[src/rtl/counter_pkg.sv]
// Shared types and constants for the counter_nbits_mod family.
package counter_pkg;

    // Meaning of the `up` input.
    typedef enum logic {
        DIR_DOWN = 1'b0,
        DIR_UP   = 1'b1
    } count_dir_t;

    localparam int COUNTER_DEFAULT_N = 8;

endpackage : counter_pkg

[src/rtl/counter_next.sv]
// Next-value logic for counter_nbits_mod: one step up or down within 0..limit.
// A value above limit wraps to 0 when counting up, and walks down normally
// when counting down.
module counter_next
    import counter_pkg::*;
#(
    parameter int N = COUNTER_DEFAULT_N
) (
    input  logic [N-1:0] count,
    input  logic [N-1:0] limit,
    input  logic         up,
    output logic [N-1:0] next_val,
    output logic         wrap
);

    count_dir_t dir;

    assign dir = count_dir_t'(up);

    // Compute the enabled-step successor and flag a wrap.
    always_comb begin
        next_val = count;
        wrap     = 1'b0;
        if (dir == DIR_UP) begin
            if (count >= limit) begin
                next_val = '0;
                wrap     = 1'b1;
            end else begin
                next_val = count + 1'b1;
            end
        end else begin
            if (count == '0) begin
                next_val = limit;
                wrap     = 1'b1;
            end else begin
                next_val = count - 1'b1;
            end
        end
    end

endmodule : counter_next

[src/rtl/instancia_nbc_mod.sv]
// Bring-up wrapper: 4-, 5- and 8-bit counters sharing clock, reset and controls.
// Carries each instance's ovf out when COUNTER_OVF_STICKY_EN is defined.
module instancia_nbc_mod (
    input  logic       clk,
    input  logic       reset,
    input  logic       en,
    input  logic       up,
    input  logic       load,
    input  logic [3:0] load_val4,
    input  logic [3:0] limit4,
    input  logic [4:0] load_val5,
    input  logic [4:0] limit5,
    input  logic [7:0] load_val8,
    input  logic [7:0] limit8,
    output logic [3:0] count4,
    output logic [4:0] count5,
    output logic [7:0] count8,
    output logic       tc4,
    output logic       tc5,
    output logic       tc8,
    output logic       zero4,
    output logic       zero5,
    output logic       zero8
`ifdef COUNTER_OVF_STICKY_EN
    ,
    output logic       ovf4,
    output logic       ovf5,
    output logic       ovf8
`endif
);

    counter_nbits_mod #(.N(4)) u_cnt4 (
        .clk(clk), .reset(reset), .en(en), .up(up), .load(load),
        .load_val(load_val4), .limit(limit4),
        .count(count4), .tc(tc4), .zero(zero4)
`ifdef COUNTER_OVF_STICKY_EN
        , .ovf(ovf4)
`endif
    );

    counter_nbits_mod #(.N(5)) u_cnt5 (
        .clk(clk), .reset(reset), .en(en), .up(up), .load(load),
        .load_val(load_val5), .limit(limit5),
        .count(count5), .tc(tc5), .zero(zero5)
`ifdef COUNTER_OVF_STICKY_EN
        , .ovf(ovf5)
`endif
    );

    counter_nbits_mod #(.N(8)) u_cnt8 (
        .clk(clk), .reset(reset), .en(en), .up(up), .load(load),
        .load_val(load_val8), .limit(limit8),
        .count(count8), .tc(tc8), .zero(zero8)
`ifdef COUNTER_OVF_STICKY_EN
        , .ovf(ovf8)
`endif
    );

endmodule : instancia_nbc_mod

[src/rtl/counter_nbits_mod.sv]
// Parametrised N-bit up/down modulo counter with enable, synchronous load
// and a registered terminal-count pulse.
// Optional sticky wrap flag `ovf` is built when COUNTER_OVF_STICKY_EN is defined.
module counter_nbits_mod
    import counter_pkg::*;
#(
    parameter int          N         = COUNTER_DEFAULT_N,
    parameter int unsigned RESET_VAL = 0
) (
    input  logic         clk,
    input  logic         reset,
    input  logic         en,
    input  logic         up,
    input  logic         load,
    input  logic [N-1:0] load_val,
    input  logic [N-1:0] limit,
    output logic [N-1:0] count,
    output logic         tc,
    output logic         zero
`ifdef COUNTER_OVF_STICKY_EN
    ,
    output logic         ovf
`endif
);

    localparam logic [N-1:0] RST_V = RESET_VAL[N-1:0];

    logic [N-1:0] count_q, count_d;
    logic         tc_q, tc_d;
    logic [N-1:0] step_val;
    logic         step_wrap;

    counter_next #(.N(N)) u_next (
        .count    (count_q),
        .limit    (limit),
        .up       (up),
        .next_val (step_val),
        .wrap     (step_wrap)
    );

    // Load beats enable; tc only pulses on an enabled wrap.
    always_comb begin
        count_d = count_q;
        tc_d    = 1'b0;
        if (load) begin
            count_d = load_val;
        end else if (en) begin
            count_d = step_val;
            tc_d    = step_wrap;
        end
    end

    // Count and terminal-count registers with synchronous reset.
    always_ff @(posedge clk) begin
        if (reset) begin
            count_q <= RST_V;
            tc_q    <= 1'b0;
        end else begin
            count_q <= count_d;
            tc_q    <= tc_d;
        end
    end

`ifdef COUNTER_OVF_STICKY_EN
    logic ovf_q, ovf_d;

    assign ovf_d = (ovf_q & ~load) | tc_d;

    // Sticky wrap flag, cleared only by reset or load.
    always_ff @(posedge clk) begin
        if (reset) begin
            ovf_q <= 1'b0;
        end else begin
            ovf_q <= ovf_d;
        end
    end

    assign ovf = ovf_q;
`endif

    assign count = count_q;
    assign tc    = tc_q;
    assign zero  = (count_q == '0);

endmodule : counter_nbits_mod

[config.mk]
export PLATFORM = sky130hd
export DESIGN_NAME = instancia_nbc_mod
export DESIGN_NICKNAME = d
export VERILOG_FILES = /design/src/rtl/counter_pkg.sv /design/src/rtl/counter_next.sv /design/src/rtl/instancia_nbc_mod.sv /design/src/rtl/counter_nbits_mod.sv
export SDC_FILE = /design/constraint.sdc
export NUM_CORES = 1
export LEC_CHECK = 0
export ABC_AREA = 1
export CAP_MARGIN = 25
export CORE_UTILIZATION = 30
export CTS_CLUSTER_DIAMETER = 80
export DETAILED_ROUTE_END_ITERATION = 10
export GPL_ROUTABILITY_DRIVEN = 0
export GPL_TIMING_DRIVEN = 0
export PLACE_DENSITY_LB_ADDON = 0.25
export SLEW_MARGIN = 15
export SYNTH_ARGS = -nofsm -noshare
export SYNTH_HDL_FRONTEND = slang
export SYNTH_SLANG_ARGS = --single-unit
[constraint.sdc]
create_clock -name clk -period 2.5 [get_ports clk]
set_clock_uncertainty 0.1 [all_clocks]
set_input_delay 0.375 -clock clk [delete_from_list [all_inputs] [get_ports clk]]
set_output_delay 0.375 -clock clk [all_outputs]
set_load 0.005 [all_outputs]
==> Word level (Yosys, flattened, before mapping) <==
Index checks and enable logic that the tools add are counted.
{ "op_classes": {"bitwise_logic": 1, "magnitude_cmp": 3, "reduce_logical": 5, "mux": 24, "addsub": 6} }
{ "ops": {"columns": ["cell", "count"], "rows": [
  ["2-to-1 mux 8 bit", 5],
  ["2-to-1 mux 5 bit", 5],
  ["2-to-1 mux 4 bit", 5],
  ["2-to-1 mux 1 bit", 9],
  ["adder 8 x 1 -> 8 bit (second input constant)", 1],
  [">= comparator 8 bit", 1],
  ["zero test 8 bit", 1],
  ["subtractor 8 x 1 -> 8 bit (second input constant)", 1],
  ["adder 5 x 1 -> 5 bit (second input constant)", 1],
  [">= comparator 5 bit", 1],
  ["zero test 5 bit", 1],
  ["subtractor 5 x 1 -> 5 bit (second input constant)", 1],
  ["adder 4 x 1 -> 4 bit (second input constant)", 1],
  [">= comparator 4 bit", 1],
  ["zero test 4 bit", 1],
  ["subtractor 4 x 1 -> 4 bit (second input constant)", 1],
  ["OR reduction 3 bit", 1],
  ["nonzero test 2 bit", 1],
  ["inverter 1 bit", 1]
]} }
{ "totals": {"ff_bits": 20, "out_inout_bits": 23, "input_bits": 39, "word_cells": 45} }

==> Depth between registers and ports, before layout <==
{ "logic_depth": {"depth_word": 5, "ltp_mapped": 14, "depth_no_buf": 14} }

==> Cells and area by module <==
A second synthesis with hierarchy kept.
{ "hier_totals": {"cells_unflattened": 435, "area_unflattened_um2": 2560.0} }
{ "modules_own_cells": {"columns": ["mod", "area_per_inst_um2", "instances", "cells_per_inst", "seq_area_each_um2"], "rows": [
  ["counter_next (u_cnt8.u_next)", 769.5, 1, 142, 0.0],
  ["counter_nbits_mod (u_cnt8)", 464.2, 1, 71, 180.2],
  ["counter_next (u_cnt5.u_next)", 434.2, 1, 78, 0.0],
  ["counter_next (u_cnt4.u_next)", 366.6, 1, 64, 0.0],
  ["counter_nbits_mod (u_cnt5)", 299.0, 1, 45, 120.1],
  ["counter_nbits_mod (u_cnt4)", 226.5, 1, 35, 100.1]
]} }

==> Worst setup path before layout <==
Ideal clock, no wire load.
{ "synth_timing": {"path_type": "register to register", "from": "reg u_cnt8.count_q[0], in the netlist u_cnt8.count[0]", "to": "reg u_cnt8.count_q[7], in the netlist u_cnt8.count[7]", "setup_ns": 0.109, "t_required_ns": 2.291, "path_stages_with_launch": 14, "path_buffers": 0, "arrival_time_ns": 1.499, "period_less_slack_ns": 1.708, "slack_ns": 0.792, "cell_sequence": "dfxtp_1 > inv_1 > ha_1 > nand2_1 > nand3_1 > nand2_1 > nand2_1 > nand2_1 > nand2_2 > clkinv_1 > nand3_1 > nand3_1 > nand2_1 > inv_1"} }
{ "synth_via": {"elab_chain_len": 5, "elab_cells_between_ends": 9, "cone_classes": "2 x add/sub; 1 x order compare; 5 x mux; 1 x reduce/logical"} }
{ "synth_rtl": {"columns": ["item", "line", "rtl"], "rows": [
  ["from (decl)", "counter_nbits_mod.sv:28", "logic [N-1:0] count_q, count_d;"],
  ["from (signal assigned)", "counter_nbits_mod.sv:59", "count_q <= count_d;"],
  ["subtractor 8 x 1 -> 8 bit (tied with other cells)", "counter_next.sv:36", "next_val = count - 1'b1;"],
  ["2-to-1 mux 8 bit (on tied branches)", "counter_next.sv:32, counter_next.sv:25", null],
  ["2-to-1 mux 8 bit *", "counter_next.sv:24", "if (dir == DIR_UP) begin"],
  ["2-to-1 mux 8 bit *", "counter_nbits_mod.sv:47", "end else if (en) begin"],
  ["2-to-1 mux 8 bit *", "counter_nbits_mod.sv:45", "if (load) begin"]
]} }
Every way passes the cells marked *; elsewhere a longest branch is shown, timed or not. The select of a mux whose other input is x is not followed.
A chain may end at the register's enable or synchronous reset.

==> Worst setup path after layout <==
{ "layout_timing": {"from": "reg u_cnt8.count_q[0], in the netlist u_cnt8.count[0]", "to": "out zero8"} }
{ "layout_via": {"elab_chain_len": 1} }
{ "layout_rtl": {"columns": ["item", "line", "rtl"], "rows": [
  ["zero test 8 bit", "counter_nbits_mod.sv:83", "assign zero = (count_q == '0);"],
  ["to (decl)", "instancia_nbc_mod.sv:23", "output logic zero8"]
]} }
Every way passes these cells.

==> impl_metrics.tcl <==
set metrics [dict create \
    status "finished, final reports clean" \
    h-tree-depth 1 \
    hold_start "u_cnt4.count[1]" \
    ys_seq_area_share_pct 18.4 \
    final_common_cell "nand2_1" \
    cts.clk_slew.worst_paths_ps 80 \
    r2r_end "u_cnt8.count[7]" \
    r2r_slack_ps 500 \
    rsz0062_at_grt "false" \
    async_reset_ff_share_pct 0 \
    fillCellCount 765 \
    dr.first_iter.drc_count 138 \
    cts_buffer_depth 2 \
    synth_top_area_cell "dfxtp_1" \
    period_needed_ps 2380 \
    wl_per_cell_um 12.8 \
    pwr_density_cell_mw_per_mm2 398 \
    syn_nets 419 \
    synth_seq_cells 20 \
    hold_path.class "register to register" \
    p_leak_uw 0.00140 \
    hold_viol 0 \
    grt_max_degree 12 \
    start_kind "register" \
    worst_ep_arrival_time_ps 1900 \
    rows 30 \
    crit_type "register to primary output" \
    path_max_fanout 10 \
    vias 2430 \
    synth_area_leaders "dfxtp_1 18%, nand2_1 16%, ha_1 14%" \
    min_to "u_cnt4.count[1]" \
    worstPathRequired_ps 2030 \
    endpoint_kind "primary output" \
    worstRegToRegCells 13 \
    syn_inst 356 \
    ctsHoldBuffers 0 \
    core-area_sq_mm 0.00691 \
    die_w_um 87.1 \
    power_uw 1180 \
    setup_viol_count_final 0 \
    io_buffers 61 \
    root_buffer "clkbuf_8" \
    grt_overflow 0 \
    synth_cell_type_count 30 \
    fp.dieH_um 87.1 \
    postRouteAntennaNets 0 \
    drv_cap 0 \
    cts_made_buffers 3 \
    antenna_found_initial 0 \
    worst_pin_slew_ps 582 \
    grt_usage_pct 18.4 \
    grt_pass1_vias 2283 \
    ctsResizeCount 0 \
    firstDrtPassIters 4 \
    grt_pass1_wl_um 11000 \
    cts_tree "built" \
    synth_ff_type "dfxtp_1" \
    drc 0 \
    path_cells "inv_2 > ha_1 > nand2_1 > nor2_4 > buf_6 > clkdlybuf4s50_1" \
    routed_via_density 4.70 \
    r2r_start "u_cnt8.count[0]" \
    fin_crit_sh_pct 95.2 \
    start_util_pct 31.5 \
    fin_tns_setup_ps 0 \
    synth_top_area_share_pct 18.4 \
    hpwl_um 5240 \
    max-slew-margin-rel_pct 61.2 \
    syn_area_sq_mm 0.00217 \
    antenna_cells 0 \
    slowest_delay_ps 510 \
    wl_um 6620 \
    die_area_sq_mm 0.00759 \
    cp_slowest_cell "clkdlybuf4s50_1" \
    synth_edf_count 0 \
    cts.sinks 20 \
    ir_drop_mv 0.229 \
    holdPathStages 2 \
    clk_latency_ps 260 \
    synthToLayoutAreaGrowth_pct 36.4 \
    drive_above_1_share_pct 4.51 \
    postCtsSetupBuffers 0 \
    fmax_mhz 420 \
    boundaryPins 62 \
    final_max_slew_viol_count 0 \
    ys_warn_count 0 \
    layout_common_cells "93 x nand2_1, 61 x clkdlybuf4s50_1, 46 x inv_1" \
    finalNetCount 485 \
    synth_area_per_cell_sq_um 6.10 \
]
==> state kept, by name, indices dropped and copies added, names as in the netlist <==
register and count:
u_cnt4.count 4, u_cnt8.count 8, u_cnt5.tc 1, u_cnt5.count 5, u_cnt4.tc 1, u_cnt8.tc 1
==> area by class of cell <==
type / instances / area, sq um / share of cell area, %
Timing Repair Buffer: 61 / 611 / 20.6
Tap cell: 96 / 120 / 4.05
Buffer: 11 / 61.3 / 2.07
Clock buffer: 4 / 55.1 / 1.86
Inverter: 49 / 184 / 6.21
Sequential cell: 20 / 400 / 13.5
Multi-Input combinational cell: 276 / 1530 / 51.7
==> per-stage QoR <==
stage / std cells / setup WS, ps / util (%) / instance area (sq um) / hold slack (ps)
detailed placement: 513 / 214 / 42.0 / 2900 / 469
floorplan: 356 / 792 / - / 2170 / 344
finish: 517 / 120 / 42.9 / 2960 / 480
CTS: 517 / 37.8 / 42.8 / 2960 / 480
global route: 517 / 41.3 / 42.9 / 2960 / 500
global placement: 513 / 206 / 42.0 / 2900 / 464
==> power by group <==
group	total [uW]	switching [uW]	internal, uW
Combinational	531	275	256
Sequential	392	48.3	344
Clock	255	114	140
Total	1180	438	741
==> critical path: cells and delay by family (launching register included) <==
family,cells,cell delay [ps]
DFF,1,410
buffers and inverters,3,830
and+or+nand+nor,2,230
adders and majority gates,1,180
==> metal layers <==
metal  vias up  wire (um)  global-route usage, %  part of all wire, %
li1       1292          -                      -                    -
met1      1075       3240                   25.6                   49
met2        57       3000                   30.1                   45
met3         6        307                   2.27                  4.6
met4         0         77                   4.47                  1.2
met5         -          0                      0                    0
==> worst max-delay path by stage <==
stage	from	to	slack (ps)	depth (start not counted)
floorplan	u_cnt8.count[0]	u_cnt8.count[7]	790	13
global placement	limit8[7]	u_cnt8.count[7]	210	12
detailed placement	limit8[7]	u_cnt8.count[7]	210	12
CTS	u_cnt8.count[0]	zero8	40	6
global route	u_cnt8.count[0]	zero8	40	6
finish	u_cnt8.count[0]	zero8	120	6
==> cell usage after synthesis, types with 2 or more instances <==
cell	n
nand2_1	93
nor3_1	4
buf_2	4
nand3_1	22
nand3b_1	4
nor2_1	42
nand2_2	2
o21ai_0	19
clkbuf_1	5
ha_1	24
xnor2_1	3
nor2_4	2
o21a_1	2
buf_6	2
nand4_1	10
o221ai_1	3
xor2_1	10
inv_1	47
a21oi_1	25
dfxtp_1	20
a22oi_1	4
==> cell families (layout without fill, tap and decap cells) <==
family                     count (synthesis)  in the layout  synth area share, %
DFF                                       20             20                 18.4
and+or+nand+nor                          182            182                 36.6
adders and majority gates                 24             24                 13.8
AOI/OAI and AO/OA                         57             57                 14.6
xor gates and xnor gates                  13             13                 5.24
buffers and inverters                     60            125                 11.3
Note: power is estimated with default switching activity, not from simulation.
